<file path="src/rtl/vram_fill_engine.sv">
// vram_fill_engine: rectangle fill writer for the 20x15 byte-per-cell video
// region. Each fill command becomes word read-modify-write accesses on a shared
// request/grant memory port. The traversal is row-major with ascending addresses.
// Optional build macro VRAM_FILL_FULLWORD_EN: a word whose four lanes all lie
// inside the rectangle skips the read and is written as {4{colour}} directly.
//
// state | meaning
// IDLE  | waiting for cmd_start, command fields are latched on start
// CLIP  | clip the rectangle to the region, reject empty commands
// RD    | read the current word (mem_req=1, mem_we=0) until granted
// WR    | write the merged word (mem_req=1, mem_we=1) until granted
// DONE  | one-cycle done pulse, then back to IDLE
module vram_fill_engine #(
  parameter int VBASE  = 65,
  parameter int COLS   = 20,
  parameter int ROWS   = 15,
  parameter int ADDR_W = 9
) (
  input  logic              sysclk,
  input  logic              reset,
  input  logic              cmd_start,
  input  logic [4:0]        cmd_x,
  input  logic [3:0]        cmd_y,
  input  logic [4:0]        cmd_w,
  input  logic [3:0]        cmd_h,
  input  logic [7:0]        cmd_color,
  output logic              busy,
  output logic              done,
  output logic              mem_req,
  input  logic              mem_gnt,
  output logic              mem_we,
  output logic [ADDR_W-1:0] mem_addr,
  output logic [31:0]       mem_wdata,
  input  logic [31:0]       mem_rdata
);

  typedef enum logic [2:0] {IDLE, CLIP, RD, WR, DONE} state_t;

  state_t      state;
  logic [4:0]  x_q, w_q;
  logic [3:0]  y_q, h_q;
  logic [7:0]  color_q;
  logic [3:0]  row_q;
  logic [2:0]  word_q;

  logic [5:0]  x_sum, y_sum, xe, ye;
  logic        empty, more_words, more_rows, issue, skip_rd;
  logic [3:0]  nxt_row;
  logic [2:0]  nxt_word;
  logic [ADDR_W-1:0] nxt_addr;

  // Bit b of the mask covers byte [8b+7:8b]; lane 0 (lowest column) is byte 3.
  function automatic logic [3:0] lane_mask(input logic [2:0] wd, input logic [4:0] xs,
                                           input logic [5:0] xend);
    logic [3:0] m;
    logic [5:0] c;
    m = '0;
    for (int l = 0; l < 4; l++) begin
      c = {1'b0, wd, 2'(l)};
      m[3-l] = (c >= {1'b0, xs}) && (c < xend);
    end
    return m;
  endfunction

  function automatic logic [31:0] merge(input logic [31:0] old, input logic [3:0] m,
                                        input logic [7:0] col);
    logic [31:0] r;
    r = old;
    for (int b = 0; b < 4; b++) begin
      if (m[b]) r[8*b +: 8] = col;
    end
    return r;
  endfunction

  // Clip bounds and next-word selection, shared by CLIP and WR.
  always_comb begin
    x_sum      = {1'b0, x_q} + {1'b0, w_q};
    y_sum      = {2'b00, y_q} + {2'b00, h_q};
    xe         = (x_sum > 6'(COLS)) ? 6'(COLS) : x_sum;
    ye         = (y_sum > 6'(ROWS)) ? 6'(ROWS) : y_sum;
    empty      = (w_q == 5'd0) || (h_q == 4'd0) ||
                 ({1'b0, x_q} >= 6'(COLS)) || ({2'b00, y_q} >= 6'(ROWS));
    more_words = ({1'b0, word_q, 2'b00} + 6'd4) < xe;
    more_rows  = ({2'b00, row_q} + 6'd1) < ye;
    nxt_row    = y_q;
    nxt_word   = x_q[4:2];
    if (state == WR) begin
      if (more_words) begin
        nxt_row  = row_q;
        nxt_word = word_q + 3'd1;
      end else begin
        nxt_row  = row_q + 4'd1;
      end
    end
    nxt_addr = ADDR_W'(VBASE) + ADDR_W'(nxt_row) * ADDR_W'(5) + ADDR_W'(nxt_word);
    issue    = ((state == CLIP) && !empty) ||
               ((state == WR) && mem_gnt && (more_words || more_rows));
`ifdef VRAM_FILL_FULLWORD_EN
    skip_rd  = &lane_mask(nxt_word, x_q, xe);
`else
    skip_rd  = 1'b0;
`endif
  end

  // Fill sequencer with registered port outputs.
  always_ff @(posedge sysclk) begin
    if (reset) begin
      state     <= IDLE;
      busy      <= 1'b0;
      done      <= 1'b0;
      mem_req   <= 1'b0;
      mem_we    <= 1'b0;
      mem_addr  <= '0;
      mem_wdata <= '0;
      x_q       <= '0;
      y_q       <= '0;
      w_q       <= '0;
      h_q       <= '0;
      color_q   <= '0;
      row_q     <= '0;
      word_q    <= '0;
    end else begin
      done <= 1'b0;
      case (state)
        IDLE: begin
          if (cmd_start) begin
            x_q     <= cmd_x;
            y_q     <= cmd_y;
            w_q     <= cmd_w;
            h_q     <= cmd_h;
            color_q <= cmd_color;
            busy    <= 1'b1;
            state   <= CLIP;
          end
        end
        CLIP: begin
          if (empty) begin
            done  <= 1'b1;
            state <= DONE;
          end
        end
        RD: begin
          if (mem_gnt) begin
            mem_wdata <= merge(mem_rdata, lane_mask(word_q, x_q, xe), color_q);
            mem_we    <= 1'b1;
            state     <= WR;
          end
        end
        WR: begin
          if (mem_gnt && !(more_words || more_rows)) begin
            mem_req <= 1'b0;
            mem_we  <= 1'b0;
            done    <= 1'b1;
            state   <= DONE;
          end
        end
        DONE: begin
          busy  <= 1'b0;
          state <= IDLE;
        end
        default: state <= IDLE;
      endcase
      if (issue) begin
        row_q    <= nxt_row;
        word_q   <= nxt_word;
        mem_req  <= 1'b1;
        mem_addr <= nxt_addr;
        if (skip_rd) begin
          mem_we    <= 1'b1;
          mem_wdata <= {4{color_q}};
          state     <= WR;
        end else begin
          mem_we <= 1'b0;
          state  <= RD;
        end
      end
    end
  end

endmodule

</file>
<file path="config.mk">
export PLATFORM = sky130hd
export DESIGN_NAME = vram_fill_engine
export DESIGN_NICKNAME = d
export VERILOG_FILES = /design/src/rtl/vram_fill_engine.sv
export SDC_FILE = /design/constraint.sdc
export NUM_CORES = 1
export LEC_CHECK = 0
export BUFFER_PORTS_ARGS = -buffer_cell sky130_fd_sc_hd__buf_4
export CAP_MARGIN = 20
export CORE_MARGIN = 3
export CORE_UTILIZATION = 55
export CTS_BUF_LIST = sky130_fd_sc_hd__clkbuf_16
export CTS_CLUSTER_SIZE = 25
export DETAILED_ROUTE_END_ITERATION = 12
export GPL_TIMING_DRIVEN = 0
export PLACE_DENSITY_LB_ADDON = 0.3
export SETUP_SLACK_MARGIN = 0.15
export SLEW_MARGIN = 20
export SYNTH_ARGS = -nofsm -noshare
export SYNTH_HDL_FRONTEND = slang
export SYNTH_SLANG_ARGS = --single-unit
</file>
<file path="constraint.sdc">
create_clock -name sysclk -period 7.65 [get_ports sysclk]
set_clock_uncertainty 0.2 [all_clocks]
set_input_delay 0 -clock sysclk [delete_from_list [all_inputs] [get_ports sysclk]]
set_output_delay 0 -clock sysclk [all_outputs]
set_load 0.05 [all_outputs]
</file>
==> reports/metrics.cfg <==
[yosys]
yosys.area.top_type=dfxtp_1
syn_nets=665
synth_area_leaders=dfxtp_1 (34%), ha_1 (9.7%), a211oi_1 (9.5%), a21oi_1 (5.4%), nand2_1 (5.0%)
syn-cell-area_um2=4760
async_reset_ff_share_pct=0
ys_ff_latch=80
synth_ff_type=dfxtp_1
synth.distinct_cells=68
synth_top_area_share_pct=33.6
postSynthAreaPerCell_um2=8.47
synth_edf_count=0
ys_seq_area_share_pct=33.6
yosys_warnings=0
synthCells=562

[grt]
grt_pass1_wl_um=25400
grt-ovfl-total=0
track_usage_pct=32.2
antenna_found_initial=1
grt_start_max_net_pins=17
first_global_vias=5217

[clocking]
cts.path.max_buffers=2
cts_setup_buffers=0
cts_resized=0
cts_tree=done
cts.clk_slew.worst_paths_ns=0.06
cts_buffers=9
clock_latency_ns=0.33
htree_levels=3
root_buffer=clkbuf_16
cts.sinks=80

[timing]
drv_slew=0
setup-tns-final_ns=0
finalCritPeriodShare_pct=82.7
rsz0062_at_grt=false
fmax_mhz=158
timing.final.crit_period_ns=6.33
slew_headroom_pct=26.5
hold_viol=0
whs_ns=0.261
setup_viol=0
tightest_slew_ns=1.09

[worst_hold_path]
worstHoldPathType=in -> reg
holdCritStartpoint=cmd_w[0]

[layout]
syn_to_final_growth_pct=39.6
nNetsFinal=846
final_layout_size_suffix_gt1_share_pct=20.9
fillers=543

[die]
chipHeight_um=99.1
die_x_um=99.1
initial_core_util_pct=57.4
io-pin-count=107
core_area_um2=8300
row_count=33
die-area_um2=9810

[setup_path]
crit_end=mem_addr[7]
rr_worst_depth=21
cp_max_fo=6
worstPathRequired_ns=7.68
crit_type=reg -> reg
crit_arrival_ns=6.36
worstReg2RegStart=x_q[0]
rrSetupSlack_ns=1.32
worstSetupStartpoint=x_q[0]
crit_path_start_kind=flop
reg2reg_to=mem_addr[7]
worstSetupEndpointType=flop

[drt]
first_pass_iters=6
via_per_inst=6.11
wirelength_um=15700
wl_per_cell_um=18.4
num_vias=5222
antenna_left=0
drtIter0Drc=518
drc_errors=0

[power_and_ir_drop]
p_leak_nw=2.92
vdd.ir_drop.worst_uv=181
p_per_area_nw_per_um2=231

[place]
place_congestion=0.917
port_buffers=104
dp_hpwl_um=10400

[job]
cap_violations=0

[status]
status=finished clean

-- worst min-delay path by stage --
| stage | to | depth (start not counted) |
|---|---|---|
| after detailed placement | x_q[1] | 3 |
| after global routing | h_q[0] | 4 |
| after floorplan | h_q[3] | 2 |
| after global placement | w_q[1] | 3 |
| final | w_q[0] | 4 |
| after CTS | x_q[1] | 4 |
-- layout by cell type, fill, tap and decap left out, types with 4 or more instances in the layout --
master and count:
a211oi_1 60, a21o_1 10, a21oi_1 51, and2_1 8
buf_2 8, buf_4 107, clkbuf_1 21, clkbuf_16 9
dfxtp_1 80, dlygate4sd3_1 66, fa_1 4, ha_1 37
inv_1 15, mux2i_1 11, nand2_1 64, nand2b_1 5
nand3_1 11, nor2_1 38, nor2b_1 5, nor3_1 7
o211a_1 4, o21ai_0 36, o21ai_1 9, xnor2_1 5
-- critical path, cell delays in order (launching register included) --
cell and delay (ns):
dfxtp_1 0.35, ha_1 0.27, fa_1 0.43, and3_1 0.18, or3_1 0.39, a22oi_1 0.37
o211ai_1 0.22, ha_1 0.36, a21oi_1 0.07, o21ai_1 0.37, a211oi_1 0.18, a2111oi_0 0.76
a221oi_2 0.15, inv_1 0.15, fa_1 0.43, ha_1 0.24, fa_1 0.41, a21oi_1 0.17
o21bai_1 0.11, a21oi_1 0.19, nand3_2 0.08, o211a_1 0.12
-- cell families after synthesis --
kind of cell | synth area share (%)
AO/OA/AOI/OAI | 29.2
AND/OR/NAND/NOR | 16.3
flip-flops | 33.6
buffers and inverters | 4.86
adder cells (fa/ha/maj) | 11.4
multiplexers | 3.02
XOR/XNOR | 1.47
other | 0.158
-- power by group --
part	leakage (nW)	switching, mW	internal [mW]
Sequential	0.650	0.0321	0.447
Clock	0.149	0.190	0.259
Combinational	2.13	0.374	0.232
Total	2.92	0.596	0.939
-- sequential cells by signal, summed over array words and instances (netlist names) --
| name | cells |
|---|---|
| row_q | 4 |
| x_q | 5 |
| y_q | 4 |
| mem_addr | 8 |
| done | 1 |
| mem_wdata | 32 |
| w_q | 5 |
| color_q | 8 |
| h_q | 4 |
| mem_we | 1 |
| state | 3 |
| busy | 1 |
| word_q | 3 |
| mem_req | 1 |
-- synthesized netlist by cell type (all sizes together), types with 7 or more instances --
master	n
a211oi	62
nor2	40
nand2	65
and2	8
a21oi	53
o21ai	47
a21o	10
dfxtp	80
nand3	13
nor3	7
buf	14
mux2i	11
inv	15
clkbuf	21
ha	37
-- layout make-up --
| class | count | area [um^2] | area share (%) |
|---|---|---|---|
| Antenna cell | 1 | 2.50 | 0.0377 |
| Buffer | 35 | 175 | 2.64 |
| Clock buffer | 9 | 225 | 3.39 |
| Clock inverter | 7 | 83.8 | 1.26 |
| Inverter | 15 | 56.3 | 0.847 |
| Multi-Input combinational cell | 432 | 2930 | 44.1 |
| Sequential cell | 80 | 1600 | 24.1 |
| Tap cell | 105 | 131 | 1.98 |
| Timing Repair Buffer | 170 | 1440 | 21.7 |
-- per-stage QoR --
| stage | cells | util [%] | worst slack [ns] | power (mW) | cell area (um^2) |
|---|---|---|---|---|---|
| global route | 854 | 80.1 | 1.01 | 1.61 | 6650 |
| global placement | 771 | 68.4 | 1.60 | 1.02 | 5670 |
| detailed placement | 771 | 68.4 | 1.45 | 1.04 | 5670 |
| floorplan | 562 | - | 2.22 | 0.887 | 4760 |
| CTS | 853 | 80.1 | 1.41 | 1.51 | 6640 |
| finish | 854 | 80.1 | 1.32 | 1.53 | 6650 |
-- timing repair --
| item | CTS | global route |
|---|---|---|
| hold buffers | 66 | 0 |
| hold endpoints to repair | 65 | 0 |
| setup endpoints to repair | 0 | 0 |
-- routing by layer --
layer / part of all wire [%] / vias up / global-route usage [%]
li1: - / 2432 / -
met1: 39 / 2392 / 40.2
met2: 48 / 316 / 54.0
met3: 8.8 / 82 / 7.36
met4: 4.1 / 0 / 12.0
met5: 0 / - / 0
No activity file was read; power rests on OpenSTA's default activity.
